$ cat src/rtl/cic_pkg.sv
// Shared width/shift helpers and FSM state type for the CIC interpolator.
package cic_pkg;

  typedef enum logic [0:0] {
    ST_IDLE = 1'b0,
    ST_RUN  = 1'b1
  } cic_state_e;

  // Internal datapath width: input plus log2(RATE) growth per stage.
  function automatic int unsigned cic_width(input int unsigned in_w,
                                            input int unsigned n_stages,
                                            input int unsigned rate);
    return in_w + n_stages * $clog2(rate);
  endfunction

  // Output scaling: drop the gain of all but one integrator stage.
  function automatic int unsigned cic_shift(input int unsigned n_stages,
                                            input int unsigned rate);
    return (n_stages - 1) * $clog2(rate);
  endfunction

  localparam int unsigned CIC_SHIFT_DEFAULT = cic_shift(3, 4);

endpackage

$ cat src/rtl/cic_interpolator_if.sv
// Sample-in / sample-out bundle of the CIC interpolator.
interface cic_interpolator_if #(
  parameter int unsigned IN_W  = 8,
  parameter int unsigned OUT_W = 8
);
  logic signed [IN_W-1:0]  x_i;
  logic                    x_valid_i;
  logic                    x_ready_o;
  logic signed [OUT_W-1:0] y_o;
  logic                    y_valid_o;
  logic                    underrun_o;

  modport master (output x_i, x_valid_i,
                  input  x_ready_o, y_o, y_valid_o, underrun_o);
  modport slave  (input  x_i, x_valid_i,
                  output x_ready_o, y_o, y_valid_o, underrun_o);
endinterface

$ cat src/rtl/cic_integrator_stage.sv
// One registered integrator stage: accumulates its input on enabled cycles, wraps modulo 2^W.
module cic_integrator_stage #(
  parameter int unsigned W = 14
) (
  input  logic                clk_i,
  input  logic                rstn_i,
  input  logic                i_en,
  input  logic signed [W-1:0] i_data,
  output logic signed [W-1:0] o_acc
);
  logic signed [W-1:0] r_acc;

  always_ff @(posedge clk_i or negedge rstn_i) begin
    if (!rstn_i)   r_acc <= '0;
    else if (i_en) r_acc <= r_acc + i_data;
  end

  assign o_acc = r_acc;
endmodule

$ cat src/rtl/cic_interpolator.sv
// CIC interpolator: comb chain at the input rate, zero-stuffed integrator cascade at the output rate.
// Optional CIC_INTERP_ROUND_EN: round half up before the output shift instead of flooring.
module cic_interpolator
  import cic_pkg::*;
#(
  parameter int unsigned N_STAGES = 3,
  parameter int unsigned RATE     = 4,
  parameter int unsigned IN_W     = 8,
  parameter int unsigned OUT_W    = 8
) (
  input logic               clk_i,
  input logic               rstn_i,
  cic_interpolator_if.slave bus
);
  localparam int unsigned W     = cic_width(IN_W, N_STAGES, RATE);
  localparam int unsigned SHIFT = cic_shift(N_STAGES, RATE);
  localparam int unsigned PH_W  = $clog2(RATE);

  cic_state_e          r_state, w_state_nxt;
  logic [PH_W-1:0]     r_phase, w_phase_nxt;
  logic                r_ready, w_ready_nxt;
  logic                r_underrun, w_underrun_nxt;
  logic                w_accept, w_active, w_last;

  logic signed [W-1:0] r_dly [N_STAGES];
  logic signed [W-1:0] w_c   [N_STAGES];
  logic signed [W-1:0] w_acc;
  logic signed [W-1:0] r_comb_q;
  logic signed [W-1:0] w_int [N_STAGES+1];

  assign w_accept = bus.x_valid_i && r_ready;
  assign w_active = (r_state == ST_RUN);
  assign w_last   = (r_phase == PH_W'(RATE - 1));

  // Comb chain: c0 = x, ck = c(k-1) - d(k-1)
  always_comb begin
    w_acc = {{(W - IN_W){bus.x_i[IN_W-1]}}, bus.x_i};
    for (int k = 0; k < N_STAGES; k++) begin
      w_c[k] = w_acc;
      w_acc  = w_acc - r_dly[k];
    end
  end

  always_comb begin
    w_state_nxt    = r_state;
    w_phase_nxt    = r_phase;
    w_underrun_nxt = 1'b0;
    w_ready_nxt    = 1'b0;
    case (r_state)
      ST_IDLE: if (w_accept) w_state_nxt = ST_RUN;
      ST_RUN: begin
        w_phase_nxt = r_phase + PH_W'(1);
        if (w_last && !w_accept) begin
          w_state_nxt    = ST_IDLE;
          w_underrun_nxt = 1'b1;
        end
      end
      default: w_state_nxt = ST_IDLE;
    endcase
    // Ready is registered, so decode it from the next state and phase.
    w_ready_nxt = (w_state_nxt == ST_IDLE) || (w_phase_nxt == PH_W'(RATE - 1));
  end

  always_ff @(posedge clk_i or negedge rstn_i) begin
    if (!rstn_i) begin
      r_state    <= ST_IDLE;
      r_phase    <= '0;
      r_ready    <= 1'b1;
      r_underrun <= 1'b0;
      r_comb_q   <= '0;
      for (int k = 0; k < N_STAGES; k++) r_dly[k] <= '0;
    end else begin
      r_state    <= w_state_nxt;
      r_phase    <= w_phase_nxt;
      r_ready    <= w_ready_nxt;
      r_underrun <= w_underrun_nxt;
      if (w_accept) begin
        r_comb_q <= w_acc;
        for (int k = 0; k < N_STAGES; k++) r_dly[k] <= w_c[k];
      end
    end
  end

  // Zero-stuffing: the comb result enters the integrators only at phase 0.
  assign w_int[0] = (r_phase == '0) ? r_comb_q : '0;

  for (genvar k = 0; k < N_STAGES; k++) begin : g_int
    cic_integrator_stage #(.W(W)) u_int (
      .clk_i  (clk_i),
      .rstn_i (rstn_i),
      .i_en   (w_active),
      .i_data (w_int[k]),
      .o_acc  (w_int[k+1])
    );
  end

  logic signed [W-1:0]     w_pre;
  logic signed [W-1:0]     w_shifted;
  logic signed [OUT_W-1:0] w_y;

`ifdef CIC_INTERP_ROUND_EN
  localparam logic signed [W-1:0] RND_BIAS = (SHIFT == 0) ? '0 : (W'(1) << (SHIFT - 1));
  assign w_pre = w_int[N_STAGES] + RND_BIAS;
`else
  assign w_pre = w_int[N_STAGES];
`endif
  assign w_shifted = w_pre >>> SHIFT;
  assign w_y       = OUT_W'(w_shifted);

  // Output alignment: valid trails its active cycle by N_STAGES+1; data captured once the last integrator settles.
  logic [N_STAGES:0]       r_vld;
  logic signed [OUT_W-1:0] r_y [N_STAGES];

  always_ff @(posedge clk_i or negedge rstn_i) begin
    if (!rstn_i) begin
      r_vld <= '0;
      for (int k = 0; k < N_STAGES; k++) r_y[k] <= '0;
    end else begin
      r_vld  <= {r_vld[N_STAGES-1:0], w_active};
      r_y[0] <= w_y;
      for (int k = 1; k < N_STAGES; k++) r_y[k] <= r_y[k-1];
    end
  end

  assign bus.x_ready_o  = r_ready;
  assign bus.underrun_o = r_underrun;
  assign bus.y_valid_o  = r_vld[N_STAGES];
  assign bus.y_o        = r_y[N_STAGES-1];

endmodule

$ cat src/flat_wrapper.sv
// flat-port wrapper written by rule: the top's interface ports become plain ports
module cic_interpolator_flat import cic_pkg::*;
#(
  parameter int unsigned N_STAGES = 3,
  parameter int unsigned RATE     = 4,
  parameter int unsigned IN_W     = 8,
  parameter int unsigned OUT_W    = 8
)
  (clk_i, rstn_i, bus_x_i, bus_x_valid_i, bus_x_ready_o, bus_y_o, bus_y_valid_o, bus_underrun_o);
  cic_interpolator_if #(.IN_W(IN_W), .OUT_W(OUT_W)) bus_i ();
  input logic clk_i;
  input logic rstn_i;
  input wire logic [$bits(bus_i.x_i)-1:0] bus_x_i;
  input wire logic [$bits(bus_i.x_valid_i)-1:0] bus_x_valid_i;
  output wire logic [$bits(bus_i.x_ready_o)-1:0] bus_x_ready_o;
  output wire logic [$bits(bus_i.y_o)-1:0] bus_y_o;
  output wire logic [$bits(bus_i.y_valid_o)-1:0] bus_y_valid_o;
  output wire logic [$bits(bus_i.underrun_o)-1:0] bus_underrun_o;
  assign bus_i.x_i = bus_x_i;
  assign bus_i.x_valid_i = bus_x_valid_i;
  assign bus_x_ready_o = bus_i.x_ready_o;
  assign bus_y_o = bus_i.y_o;
  assign bus_y_valid_o = bus_i.y_valid_o;
  assign bus_underrun_o = bus_i.underrun_o;
  cic_interpolator #(.N_STAGES(N_STAGES), .RATE(RATE), .IN_W(IN_W), .OUT_W(OUT_W)) u_core (.clk_i(clk_i), .rstn_i(rstn_i), .bus(bus_i));
endmodule
$ cat config.mk
export PLATFORM = sky130hd
export DESIGN_NAME = cic_interpolator_flat
export DESIGN_NICKNAME = d
export VERILOG_FILES = /design/src/rtl/cic_pkg.sv /design/src/rtl/cic_interpolator_if.sv /design/src/rtl/cic_integrator_stage.sv /design/src/rtl/cic_interpolator.sv /design/src/flat_wrapper.sv
export SDC_FILE = /design/constraint.sdc
export NUM_CORES = 1
export LEC_CHECK = 0
export BUFFER_PORTS_ARGS = -buffer_cell sky130_fd_sc_hd__buf_2
export CORE_MARGIN = 2
export CORE_UTILIZATION = 42
export CTS_CLUSTER_DIAMETER = 100
export CTS_CLUSTER_SIZE = 10
export DETAILED_ROUTE_END_ITERATION = 12
export PLACE_DENSITY = 0.64
export SYNTH_ARGS = -nofsm -noshare
export SYNTH_HDL_FRONTEND = slang
export SYNTH_SLANG_ARGS = --single-unit
$ cat constraint.sdc
create_clock -name clk_i -period 3.8 [get_ports clk_i]
set_input_delay 0.76 -clock clk_i [delete_from_list [all_inputs] [get_ports clk_i]]
set_output_delay 0.76 -clock clk_i [all_outputs]
set_load 0.05 [all_outputs]
======== Word level (Yosys, flattened, before mapping) ========
Cells that the tools add are included.
cells by class
  add/sub/neg operators ................... 7
  multiplexer cells ....................... 7
  bitwise operators ....................... 2
  eq/ne operators ......................... 2
  reduce and logical (&&, ||, !) cells .... 5
operator list
  cell                                          count
  adder 14 bit                                  3
  subtractor 14 bit                             2
  two-way mux 14 bit                            1
  subtractor 8 x 8 -> 9 bit                     1
  equality test 2 bit (second input constant)   2
  two-way mux 1 bit                             4
  adder 2 x 1 -> 2 bit (second input constant)  1
  logical AND 1 bit                             2
  zero test 2 bit                               1
  two-way mux 2 bit                             1
  inverter 1 bit                                2
  case mux 1 bit (2 select lines)               1
  zero test 1 bit                               1
  logical OR 1 bit                              1
storage, ports and cells
  register bits ........................... 125
  output and inout port bits .............. 11
  logic and storage cells ................. 38

======== Depth between registers and ports, before layout ========
  word-level depth ........................ 7
  mapped depth ............................ 22
  mapped depth without buffers ............ 22

======== By module ========
A second synthesis with hierarchy kept.
unflattened totals
  cells, all modules ...................... 737
  area, all modules ....................... 7378.3 um2
by module, submodules not included
  module                                             times used  area an instance (um2)  cells an instance
  cic_interpolator                                   1           3947.5                  397
  cic_integrator_stage at u_core.g_int[1].u_int ...  2           1147.4                  114
  cic_integrator_stage at u_core.g_int[0].u_int      1           1136.1                  112

======== Worst setup path after synthesis ========
Ideal clock, no wire load.
  path type ............................... input-to-reg
  from .................................... in bus_x_i[0]
  to ...................................... reg u_core.r_comb_q[10]
  cell stages on the path ................. 20
  data required time ...................... 3.669 ns
  arrival time ............................ 4.184 ns
  path buffers ............................ 0
  path slack .............................. -0.516 ns
  cells stage by stage .................... inv_1 -> ha_1 -> inv_1 -> fa_1 -> a21o_1 -> a21oi_1 -> nor2b_1 -> o21a_1 -> nor2_1 -> xnor2_1 -> ha_1 -> a21oi_1 -> xnor2_1 -> ha_1 -> a21o_1 -> a2111oi_4 -> o21bai_1 -> a21oi_1 -> xor2_1 -> o21ai_1
RTL lines
  item                  line                    source
  start, declared       flat_wrapper.sv:13      input wire logic [$bits(bus_i.x_i)-1:0] bus_x_i;
  end signal, assigned  cic_interpolator.sv:78  r_comb_q <= w_acc;
  end, declared         cic_interpolator.sv:28  logic signed [W-1:0] r_comb_q;

==> reports/qor.csv <==
metric,value,unit
first_iter_violations,179,
finalWorstSetupSlack,-0.268,ns
finClkSkew,0.0126,ns
critPathKind,in2reg,
holdBufCountCts,0,
status,finished with violations,
drcViolationCount,0,
n_fill_cell,1333,
rows,45,
start_kind,input port,
clk_latency,0.36,ns
ctsLongestPathBuffers,2,
syn-num-nets,716,
rsz0062_at_grt,yes,
cts_tree,done,
hold_class,reg2reg,
fmax,246,MHz
num_io_pins,22,
overflow,0,
finalSetupViolCount,3,
violations,negative setup slack,
grt_pass1_wl,20.7,mm
maxCapViolCount,0,
grt_usage,0.153,
synth.yosys.seq_area_share,0.423,
fin_nets,779,
ys_ff_latch,110,
slew_headroom,0.285,
cts_buffers,9,
layout_common_cells,"dfrtp_1, ha_1, buf_4, inv_1, nand2_1",
n_antenna_cell,0,
antenna_found_initial,0,
firstDrtPassIters,4,
tns,-0.553,ns
dieHeight,129,µm
grt_max_degree,61,
end_kind,register,
synthCells,635,
final_common_cell,dfrtp_1,
hold_ws,0.349,ns
synth.distinct_cells,52,
cts_root_buf,clkbuf_16,
avgSynthCellArea,10.3,µm²
wl,11.6,mm
tightest_slew,1.07,ns
maxSlewViolCount,0,
place_congestion,0.867,
dp_hpwl,8.40,mm
num_vias,4666,
worstPathArrival,4.27,ns
synth-main-ff-cell,dfrtp_1,
cts_max_level,3,
syn_area,6510,µm²
clk_pin_slew,0.07,ns
die_area,16500,µm²
drive_gt1_frac,0.239,
ys_warn_count,0,
syn2layout_area_growth,18.0,%
synth-edff-count,0,
final_hold_viol_count,0,
finalCriticalPeriod,4.07,ns
initial_core_util,0.428,
fin_crit_sh,1.07,
fp.dieW,129,µm
grt_pass1_vias,4789,
avgViaCountPerCell,5.24,
wl_per_cell,13.1,µm
port_buffers,21,
async_flop_share,1.00,
core_area,15200,µm²
worstPathRequired,4.00,ns
ant_nets,0,
cts.sinks,110,
cp_max_fo,2,
-- registers in the layout (all words and copies together), names as in the netlist --
register,cells
u_core.g_int.u_int.o_acc,36
u_core.r_dly,29
u_core.r_y,16
u_core.r_comb_q,12
u_core.bus.y_o,8
u_core.r_vld,4
u_core.r_phase,2
u_core.bus.underrun_o,1
u_core.bus.x_ready_o,1
u_core.r_state,1
-- timing repair --
item                                    CTS  global route
endpoints found under the setup margin    5             7
resized for setup                         9            24
pin swaps                                29            27
setup buffers                             3             2
-- worst paths after layout --
kind	slack, ns	end	cells past startpoint	from
min in group asynchronous	0.41	u_core.g_int[2].u_int.o_acc[1]$_DFFE_PN0P_	1	rstn_i
max	-0.27	u_core.r_comb_q[11]$_DFFE_PN0P_	21	bus_x_i[0]
max reg2reg	-0.15	u_core.r_comb_q[11]$_DFFE_PN0P_	19	u_core.r_dly[28]$_DFFE_PN0P_
min reg2reg	0.35	u_core.r_vld[3]$_DFF_PN0_	0	u_core.r_vld[2]$_DFF_PN0_
max in group asynchronous	2.61	u_core.bus.x_ready_o$_DFF_PN1_	2	rstn_i
min	0.35	u_core.r_vld[3]$_DFF_PN0_	0	u_core.r_vld[2]$_DFF_PN0_
-- layout make-up --
type / instances / area, µm² / area share
multi-input combinational: 453 / 3630 / 0.473
sequential: 110 / 2750 / 0.358
timing repair buffer: 75 / 543 / 0.0706
tap: 188 / 235 / 0.0306
clock buffer: 10 / 229 / 0.0298
inverter: 49 / 196 / 0.0256
clock inverter: 6 / 93.8 / 0.0122
-- metrics by stage --
stage	cells	util	area, µm²	setup slack, ns
after CTS	889	0.497	7560	-0.335
final	891	0.506	7690	-0.268
after global routing	891	0.506	7690	-0.469
after detailed placement	870	0.472	7170	-0.721
after global placement	870	0.472	7170	-0.668
after floorplan	635	-	6570	-0.387
-- kinds of logic after synthesis --
logic type / share of synthesized area
and+or+nand+nor: 0.105
buffers and inverters: 0.0461
DFF: 0.423
xor gates and xnor gates: 0.0498
muxes: 0.0653
adders and majority gates: 0.141
AOI/OAI and AO/OA: 0.169
-- critical path, cell delays in order --
cell and delay, ns:
buf_8 0.11, inv_12 0.04, ha_4 0.11, inv_2 0.03, fa_2 0.36, a21o_1 0.18, a21oi_2 0.13, buf_4 0.13
xnor2_2 0.07, ha_1 0.30, a21boi_2 0.16, o21a_1 0.19, nor2_2 0.12, xnor2_2 0.13, ha_1 0.27, a2111o_1 0.43
o2111ai_4 0.22, a31oi_2 0.12, xnor2_1 0.19, xnor2_1 0.14, o21ai_1 0.07
-- Yosys cell counts (12+ instances only) --
cell,instances,share of area
a21o_1,14,0.016
a21oi_1,36,0.028
clkbuf_1,13,0.0075
dfrtp_1,109,0.42
ha_1,64,0.12
inv_1,49,0.028
mux2_2,35,0.061
nand2_1,47,0.027
nor2_1,32,0.018
nor2b_1,14,0.013
o21ai_0,33,0.025
o21ai_1,21,0.016
o31ai_1,12,0.014
xnor2_1,30,0.040
-- metal layers --
layer / track usage / wire length (µm)
met5: 0 / 0
met4: 0.0518 / 213
met3: 0.0412 / 343
met2: 0.285 / 6230
met1: 0.170 / 4860
Power is left out: the tool's default activity adds up to more than one toggle a clock period on the data nets, which glitch-free logic cannot reach.
